**src/rtl/ram_arb_pkg.sv**
```systemverilog
// Shared types and defaults for the cartridge SRAM arbiter.
package ram_arb_pkg;

  typedef enum logic [1:0] {
    IDLE     = 2'd0,
    CART_ACC = 2'd1,
    UC_ACC   = 2'd2
  } state_t;

  localparam int DEF_PHASES   = 4;
  localparam int DEF_WE_FIRST = 1;
  localparam int DEF_WE_LAST  = 2;

  // Width of the access counter that runs 0..phases-1
  function automatic int cnt_width(input int phases);
    return (phases > 2) ? $clog2(phases) : 1;
  endfunction

endpackage

```
**src/rtl/fi2_edge_sync.sv**
```systemverilog
// Brings the Atari phi2 into the clk domain and flags its edges.
module fi2_edge_sync (
  input  logic clk,
  input  logic reset,
  input  logic fi2,
  output logic rise,
  output logic fall
);

  // [0],[1]: metastability synchroniser; [2]: previous synchronised level
  logic [2:0] sync_q;

  // Shift the pad level through the synchroniser and history flop
  always_ff @(posedge clk or posedge reset) begin
    if (reset) sync_q <= '0;
    else       sync_q <= {sync_q[1:0], fi2};
  end

  assign rise = sync_q[1] & ~sync_q[2];
  assign fall = ~sync_q[1] & sync_q[2];

endmodule

```
**src/rtl/ram_arbiter.sv**
```systemverilog
// Sequences cart and microcontroller accesses to the shared cartridge SRAM.
// Cart requests are tied to phi2 and always win; the uc uses a 4-phase handshake.
module ram_arbiter
  import ram_arb_pkg::*;
#(
  parameter int ADDR_W   = 15,
  parameter int DATA_W   = 8,
  parameter int PHASES   = DEF_PHASES,
  parameter int WE_FIRST = DEF_WE_FIRST,
  parameter int WE_LAST  = DEF_WE_LAST
) (
  input  logic              clk,
  input  logic              reset,
  input  logic              fi2,
  input  logic              cart_rd,
  input  logic              cart_wr,
  input  logic [ADDR_W-1:0] cart_addr,
  input  logic [DATA_W-1:0] cart_wdata,
  output logic [DATA_W-1:0] cart_rdata,
  input  logic              uc_req,
  input  logic              uc_we,
  input  logic [ADDR_W-1:0] uc_addr,
  input  logic [DATA_W-1:0] uc_wdata,
  output logic [DATA_W-1:0] uc_rdata,
  output logic              uc_ack,
  output logic [ADDR_W-1:0] ram_addr,
  output logic [DATA_W-1:0] ram_wdata,
  input  logic [DATA_W-1:0] ram_rdata,
  output logic              ram_drive,
  output logic              ram_oe_n,
  output logic              ram_we_n,
  output logic              busy,
  output logic              cart_overrun
);

  localparam int            CW       = cnt_width(PHASES);
  localparam logic [CW-1:0] CNT_LAST = CW'(PHASES - 1);
  localparam logic [CW-1:0] CNT_SAMP = CW'(PHASES - 2);
  localparam logic [CW-1:0] CNT_WE_F = CW'(WE_FIRST);
  localparam logic [CW-1:0] CNT_WE_L = CW'(WE_LAST);

  logic              rise, fall;
  state_t            state_q, state_d;
  logic [CW-1:0]     cnt_q, cnt_d;
  logic              start_cart, start_uc;
  logic              acc_d, wr_d;
  logic              pend, pend_wr;
  logic [ADDR_W-1:0] pend_addr;
  logic [DATA_W-1:0] pend_wdata;
  logic              act_cart, act_wr;

  fi2_edge_sync u_fi2_sync (
    .clk   (clk),
    .reset (reset),
    .fi2   (fi2),
    .rise  (rise),
    .fall  (fall)
  );

  // State register and access-phase counter
  always_ff @(posedge clk or posedge reset) begin
    if (reset) begin
      state_q <= IDLE;
      cnt_q   <= '0;
    end else begin
      state_q <= state_d;
      cnt_q   <= cnt_d;
    end
  end

  // Next state: pending cart request outranks uc; each access is PHASES clk long
  always_comb begin
    state_d    = state_q;
    cnt_d      = cnt_q;
    start_cart = 1'b0;
    start_uc   = 1'b0;
    case (state_q)
      IDLE: begin
        cnt_d = '0;
        if (pend) begin
          state_d    = CART_ACC;
          start_cart = 1'b1;
        end else if (fall && uc_req && !uc_ack) begin
          state_d  = UC_ACC;
          start_uc = 1'b1;
        end
      end
      CART_ACC, UC_ACC: begin
        if (cnt_q == CNT_LAST) begin
          state_d = IDLE;
          cnt_d   = '0;
        end else begin
          cnt_d = cnt_q + CW'(1);
        end
      end
      default: begin
        state_d = IDLE;
        cnt_d   = '0;
      end
    endcase
  end

  assign acc_d = (state_d != IDLE);
  assign wr_d  = start_cart ? pend_wr : (start_uc ? uc_we : act_wr);

  // Capture a cart request on phi2 rise; one arriving while still pending is lost
  always_ff @(posedge clk or posedge reset) begin
    if (reset) begin
      pend         <= 1'b0;
      pend_wr      <= 1'b0;
      pend_addr    <= '0;
      pend_wdata   <= '0;
      cart_overrun <= 1'b0;
    end else begin
      if (start_cart) pend <= 1'b0;
      if (rise && (cart_rd || cart_wr)) begin
        if (pend) begin
          cart_overrun <= 1'b1;
        end else begin
          pend       <= 1'b1;
          pend_wr    <= cart_wr;
          pend_addr  <= cart_addr;
          pend_wdata <= cart_wdata;
        end
      end
    end
  end

  // Load the winning request at access start; address/data hold through IDLE
  always_ff @(posedge clk or posedge reset) begin
    if (reset) begin
      ram_addr  <= '0;
      ram_wdata <= '0;
      act_cart  <= 1'b0;
      act_wr    <= 1'b0;
    end else if (start_cart) begin
      ram_addr  <= pend_addr;
      ram_wdata <= pend_wdata;
      act_cart  <= 1'b1;
      act_wr    <= pend_wr;
    end else if (start_uc) begin
      ram_addr  <= uc_addr;
      ram_wdata <= uc_wdata;
      act_cart  <= 1'b0;
      act_wr    <= uc_we;
    end
  end

  // Strobes registered from the next state so they track cnt without glitches
  always_ff @(posedge clk or posedge reset) begin
    if (reset) begin
      busy      <= 1'b0;
      ram_drive <= 1'b0;
      ram_oe_n  <= 1'b1;
      ram_we_n  <= 1'b1;
    end else begin
      busy      <= acc_d;
      ram_drive <= acc_d & wr_d;
      ram_oe_n  <= ~(acc_d & ~wr_d);
      ram_we_n  <= ~(acc_d & wr_d & (cnt_d >= CNT_WE_F) & (cnt_d <= CNT_WE_L));
    end
  end

  // Sample read data one cycle before the access ends into the owner's latch
  always_ff @(posedge clk or posedge reset) begin
    if (reset) begin
      cart_rdata <= '0;
      uc_rdata   <= '0;
    end else if (state_q != IDLE && !act_wr && cnt_q == CNT_SAMP) begin
      if (act_cart) cart_rdata <= ram_rdata;
      else          uc_rdata   <= ram_rdata;
    end
  end

  // uc ack: set after the final uc cycle, cleared once uc_req is seen low
  always_ff @(posedge clk or posedge reset) begin
    if (reset)                                       uc_ack <= 1'b0;
    else if (state_q == UC_ACC && cnt_q == CNT_LAST) uc_ack <= 1'b1;
    else if (!uc_req)                                uc_ack <= 1'b0;
  end

endmodule

```
**config.mk**
```make
export PLATFORM = sky130hd
export DESIGN_NAME = ram_arbiter
export DESIGN_NICKNAME = d
export VERILOG_FILES = /design/src/rtl/ram_arb_pkg.sv /design/src/rtl/fi2_edge_sync.sv /design/src/rtl/ram_arbiter.sv
export SDC_FILE = /design/constraint.sdc
export NUM_CORES = 1
export LEC_CHECK = 0
export BUFFER_PORTS_ARGS = -buffer_cell sky130_fd_sc_hd__buf_2
export CORE_ASPECT_RATIO = 0.9
export CORE_MARGIN = 1.5
export CORE_UTILIZATION = 45
export DETAILED_ROUTE_END_ITERATION = 10
export PLACE_DENSITY = 0.72
export SLEW_MARGIN = 0
export SYNTH_ARGS = -nofsm -noshare
export SYNTH_HDL_FRONTEND = slang
export SYNTH_SLANG_ARGS = --single-unit
export TNS_END_PERCENT = 50
```
**constraint.sdc**
```tcl
create_clock -name clk -period 7 [get_ports clk]
set_clock_uncertainty 0.2 [all_clocks]
set_input_delay 1.4 -clock clk [delete_from_list [all_inputs] [get_ports clk]]
set_output_delay 1.4 -clock clk [all_outputs]
set_load 0.03 [all_outputs]
```
==> impl_metrics.tcl, run 1 <==
set metrics [dict create \
    drt_first_iter_violations 69 \
    switching_share_pct 38.9 \
    die_x_um 93.0 \
    holdPathEnd "u_fi2_sync.sync_q[1]$_DFF_PP0_" \
    core.rowCount 29 \
    ios 106 \
    seqPwrFrac_pct 40.4 \
    cts_buffers 9 \
    grt_pass1_wl_um 10000 \
    worst_slew_pin_slew_ns 0.996 \
    diodes 0 \
    max_freq_mhz 378 \
    dr.pass1.iters 4 \
    hp-class "reg -> reg" \
    report.final.slew_viol_count 0 \
    finalHoldViolations 0 \
    grt_use_total_pct 16.7 \
    die_height_um 84.0 \
    drtAntennaViolNets 0 \
    max_stage_delay_ns 0.52 \
    hold_depth 0 \
    cts_setup_buffers 0 \
    grt-ovfl-total 0 \
    final_nets 412 \
    crit_family "flip-flops" \
    p_int_mw 1.14 \
    die_area_mm2 0.00782 \
    yosys_warnings 0 \
    reg2reg_from "state_q[0]$_DFF_PP0_" \
    synth_edf_count 0 \
    portBuffers 105 \
    cpMaxStageDelayCell "dfstp_2" \
    vias 2166 \
    p_sw_mw 0.725 \
    hold_start "u_fi2_sync.sync_q[0]$_DFF_PP0_" \
    hold_buffers 0 \
    initial_utilization_pct 46.6 \
    synth_area_leaders "dfrtp_1 (59%), mux2_2 (8.9%), mux2i_1 (7.0%)" \
    crit_chain "buf_2" \
    insertion_delay_ns 0.34 \
    crit_path_start_kind "register" \
    grt_max_degree 80 \
    worstPathArrival_ns 1.05 \
    grt_setup_unrepaired "no" \
    status "completed" \
    p_per_area_mw_per_mm2 457 \
    slew_headroom_pct 33.6 \
    core_area_mm2 0.00704 \
    vdd_drop_max_mv 0.225 \
    cts_tree "yes" \
    reg2reg_depth 6 \
    path_buf_inv 1 \
    setup_viol 0 \
    crit_path_max_fanout 1 \
    gp_congestion 0.744 \
    synth_area_leader_cell "dfrtp_1" \
    netlist_instances 240 \
    area_growth_syn_to_layout_pct 24.1 \
    drc 0 \
    pwr-share-clk_pct 19.2 \
    power_leakage_nw 2.06 \
    ys_ff_latch 79 \
    rrSetupSlack_ns 4.64 \
    synthFlopType "dfrtp_1" \
    drive_gt1_share_pct 45.0 \
    dp_hpwl_um 4070 \
    critPathRequiredTime_ns 5.40 \
    synth_common_cells "dfrtp_1 (77), mux2_2 (26), nand2_1 (24)" \
    synth_seq_area_share_pct 60.3 \
    power_frac_comb_pct 40.4 \
    drv_cap 0 \
    min_period_ns 2.65 \
    setup.worst_path.end_class "primary output" \
    p_total_mw 1.86 \
    grt_pass1_vias 2165 \
    clockRootBuffer "clkbuf_8" \
    wire_per_inst_um 13.4 \
    fin_setup_tns_ns 0 \
    yosys.cell_count.top_type "dfrtp_1" \
    avgSynthCellArea_um2 13.7 \
    clockBufferDepth 2 \
    antenna_found_initial 0 \
    fin_crit_sh_pct 37.8 \
    avgViaCountPerCell 4.88 \
    r2r_end "ram_drive$_DFF_PP0_" \
    synthesis.nets 306 \
    routed_wl_um 5940 \
    clkTransAtPathRegs_ns 0.07 \
    netlist_area_mm2 0.00328 \
    clock_sinks 79 \
    synth.distinct_cells 33 \
    synth_top_area_share_pct 58.7 \
    synth-async-reset-ratio_pct 100 \
    path_class "reg -> out" \
    cts_resized 0 \
    fillCellCount 596 \
    h-tree-depth 3 \
]
## per-stage QoR
| stage | instances | hold WS [ns] | cell area [um^2] | setup WS, ns | utilization, % |
|---|---|---|---|---|---|
| floorplan | 240 | 0.131 | 3280 | 3.38 | - |
| detailed placement | 428 | 0.135 | 3860 | 3.98 | 54.9 |
| global route | 444 | 0.160 | 4070 | 4.25 | 57.9 |
| CTS | 444 | 0.152 | 4070 | 4.33 | 57.9 |
| finish | 444 | 0.149 | 4070 | 4.35 | 57.9 |
| global placement | 428 | 0.134 | 3860 | 4.09 | 54.9 |
## cells in the final DEF (no fill, tap or decap), types with 2 or more instances in the layout
cell,count
buf_2,105
inv_1,5
mux2_2,26
ha_1,5
clkinvlp_4,2
mux2i_1,23
nor2_1,2
o21ai_0,6
dfstp_2,2
bufinv_16,2
and2_1,2
clkbuf_8,9
nand2_1,24
a21o_1,2
mux2_1,15
dfrtp_1,77
nor2b_1,3
clkinv_2,3
o21ai_1,19
## cells by family (layout without fill, tap and decap cells)
| logic type | count (synthesis) | in the layout | share of synthesized area, % |
|---|---|---|---|
| buffers and inverters | 17 | 128 | 2.90 |
| AND/OR/NAND/NOR | 41 | 41 | 7.28 |
| AO/OA/AOI/OAI | 34 | 34 | 6.52 |
| flip-flops | 79 | 79 | 60.3 |
| multiplexers | 64 | 64 | 21.1 |
| adder cells (fa/ha/maj) | 5 | 5 | 1.91 |
## worst max path at each step
stage	from	endpoint	slack, ns	cells past startpoint
2_1_floorplan	reset	act_cart$_DFFE_PP0P_	3.38	1
3_3_place_gp	cart_wr	pend_addr[2]$_DFFE_PP0P_	4.09	5
4_1_cts	ram_we_n$_DFF_PP1_	ram_we_n	4.33	1
3_5_place_dp	cart_wr	pend_addr[14]$_DFFE_PP0P_	3.98	5
5_1_grt	cart_wr	pend_addr[14]$_DFFE_PP0P_	4.25	5
6_report	ram_we_n$_DFF_PP1_	ram_we_n	4.35	1
## per-layer routing
layer | track usage (%) | vias to the layer above | wire (um)
li1 | - | 1043 | -
met1 | 20.5 | 1050 | 2650
met2 | 26.6 | 61 | 2790
met3 | 6.38 | 12 | 395
met4 | 6.20 | 0 | 105
met5 | 0 | - | 0
## cell type report
type	count	area (um^2)	share of cell area [%]
clock buffers	10	128	3.13
repair buffers	106	533	13.1
well taps	93	116	2.86
flip-flops and latches	79	1980	48.6
inverters	6	23.8	0.584
multi-input cells	144	1210	29.7
clock inverters	6	85.1	2.09
## flip-flops by register name, indices dropped and copies added, names as in the netlist, 2 cells and up
signal,cells
cart_rdata,8
cnt_q,2
pend_addr,15
pend_wdata,8
ram_addr,15
ram_wdata,8
state_q,2
u_fi2_sync.sync_q,3
uc_rdata,8
## power groups by stage
stage	combinational [mW]	sequential [mW]	clock, mW
6_report	0.752	0.752	0.358
5_1_grt	0.817	0.780	0.393
4_1_cts	0.763	0.755	0.368
3_5_place_dp	0.764	0.761	0
3_3_place_gp	0.747	0.757	0
2_1_floorplan	0.326	0.995	0
(Power assumes the default switching activity.)
==> run 2, diff against run 1 <==
--- a/config.mk
+++ b/config.mk
@@ -10,7 +10,7 @@
 export CORE_MARGIN = 1.5
 export CORE_UTILIZATION = 45
 export DETAILED_ROUTE_END_ITERATION = 10
-export PLACE_DENSITY = 0.72
+export PLACE_DENSITY = 0.75
 export SLEW_MARGIN = 0
 export SYNTH_ARGS = -nofsm -noshare
 export SYNTH_HDL_FRONTEND = slang
==> constraint.sdc (replaced) <==
create_clock -name clk -period 2.4 [get_ports clk]
set_clock_uncertainty 0.2 [all_clocks]
set_input_delay 0.48 -clock clk [delete_from_list [all_inputs] [get_ports clk]]
set_output_delay 0.48 -clock clk [all_outputs]
set_load 0.03 [all_outputs]
==> impl_metrics.tcl, run 2 (synthesis gave the netlist of run 1 again) <==
set metrics [dict create \
    clockBufferDepth 2 \
    dp_hpwl_um 4420 \
    die_area_mm2 0.00782 \
    routed_wl_um 6160 \
    p_per_area_mw_per_mm2 1300 \
    cts_buffers 9 \
    crit_path_max_fanout 8 \
    fin_cells 447 \
    core.rowCount 29 \
    path_class "reg -> reg" \
    ios 106 \
    die_height_um 84.0 \
    grt_pass1_wl_um 10400 \
    rrSetupSlack_ns 0.34 \
    placed_cells 430 \
    initial_utilization_pct 46.6 \
    vias 2198 \
    clkTransAtPathRegs_ns 0.08 \
    final_nets 415 \
    cts_tree "yes" \
    fin_setup_tns_ns 0 \
    portBuffers 105 \
    fin_hold_ws_ns 0.0423 \
    drtAntennaViolNets 0 \
    min_period_ns 2.06 \
    critPathRequiredTime_ns 2.44 \
    dr.pass1.iters 4 \
    drc 0 \
    setup.worst_path.end_class "register" \
    worstPathArrival_ns 2.10 \
    clockRootBuffer "clkbuf_8" \
    status "completed" \
    slew_headroom_pct 57.0 \
    die_x_um 93.0 \
    grt_max_degree 57 \
    post-route-util_pct 57.9 \
    reg2reg_from "state_q[0]$_DFF_PP0_" \
    avgViaCountPerCell 4.92 \
    fin_crit_sh_pct 85.9 \
    final_cell_mix "buf_2 (105), dfrtp_1 (77), mux2_2 (26)" \
    reg2reg_depth 4 \
    wire_per_inst_um 13.8 \
    grt_use_total_pct 17.4 \
    seq_area_mm2 0.00198 \
    area_growth_syn_to_layout_pct 24.3 \
    grt_pass1_vias 2247 \
    holdPathEnd "u_fi2_sync.sync_q[0]$_DFF_PP0_" \
    report.final.slew_viol_count 0 \
    drive_gt1_share_pct 45.2 \
    diodes 0 \
    gp_congestion 0.733 \
    largestRegisters "pend_addr (15), ram_addr (15)" \
    cts_setup_buffers 0 \
    layout_commonest_cell "buf_2" \
    hold_depth 1 \
    grt-ovfl-total 0 \
    vdd_drop_max_mv 0.559 \
    multi_input_area_mm2 0.00121 \
    fillCellCount 626 \
    max_freq_mhz 485 \
    finalHoldViolations 0 \
    setup_viol 0 \
    h-tree-depth 3 \
    core_area_mm2 0.00704 \
    power_leakage_nw 2.06 \
    grt_setup_unrepaired "no" \
    drv_cap 0 \
    antenna_found_initial 0 \
    hold_start "fi2" \
    worst_slew_pin_slew_ns 0.643 \
    crit_path_start_kind "register" \
    r2r_end "uc_rdata[0]$_DFFE_PP0P_" \
    hp-class "in -> reg" \
    insertion_delay_ns 0.34 \
    clock_sinks 79 \
    drt_first_iter_violations 56 \
]
run 2: through the flow:
stage               setup WS, ns  total power, mW  area (um^2)
finish                     0.338             5.32         4080
global route               0.203             5.67         4080
CTS                        0.313             5.40         4080
detailed placement         0.311             4.49         3890
global placement           0.342             4.40         3890
floorplan                  0.526             3.85         3290
run 2: where the power goes:
part,internal (mW),switching [mW],total (mW)
logic,0.842,1.38,2.22
registers,1.91,0.291,2.20
clock network,0.386,0.512,0.898
total,3.14,2.19,5.32
run 2: per-layer routing:
metal / vias up / part of all wire, % / track usage, %
li1: 1056 / - / -
met1: 1072 / 43 / 19.9
met2: 61 / 50 / 29.7
met3: 9 / 6.6 / 6.28
met4: 0 / 1.4 / 5.92
met5: - / 0 / 0
run 2: timing repair:
| action | in CTS | in global routing |
|---|---|---|
| endpoints found under the hold margin | 21 | 0 |
| gates resized for setup | 0 | 0 |
| hold buffers | 1 | 0 |
run 2: final cells by class:
class / instances / area share (%)
clock inverter: 7 / 1.35
inverter: 6 / 0.644
timing repair buffer: 109 / 14.0
multi-input combinational: 144 / 29.6
tap: 93 / 2.85
clock buffer: 9 / 3.04
sequential: 79 / 48.5
run 2: worst max-delay path by stage:
stage	end	cells after the start	start	slack (ns)
6_report	uc_rdata[0]$_DFFE_PP0P_	4	state_q[0]$_DFF_PP0_	0.34
5_1_grt	uc_rdata[0]$_DFFE_PP0P_	4	state_q[0]$_DFF_PP0_	0.20
4_1_cts	uc_rdata[0]$_DFFE_PP0P_	4	state_q[0]$_DFF_PP0_	0.31
3_5_place_dp	uc_rdata[0]$_DFFE_PP0P_	4	state_q[0]$_DFF_PP0_	0.31
3_3_place_gp	pend_addr[1]$_DFFE_PP0P_	5	cart_wr	0.34
2_1_floorplan	uc_rdata[0]$_DFFE_PP0P_	4	state_q[0]$_DFF_PP0_	0.53
run 2: worst max-delay path, cell delays in order, from the launching register on:
cell and delay [ns]:
dfrtp_1 0.40, inv_1 0.08, ha_1 0.30, nor4b_4 0.58, mux2_2 0.40
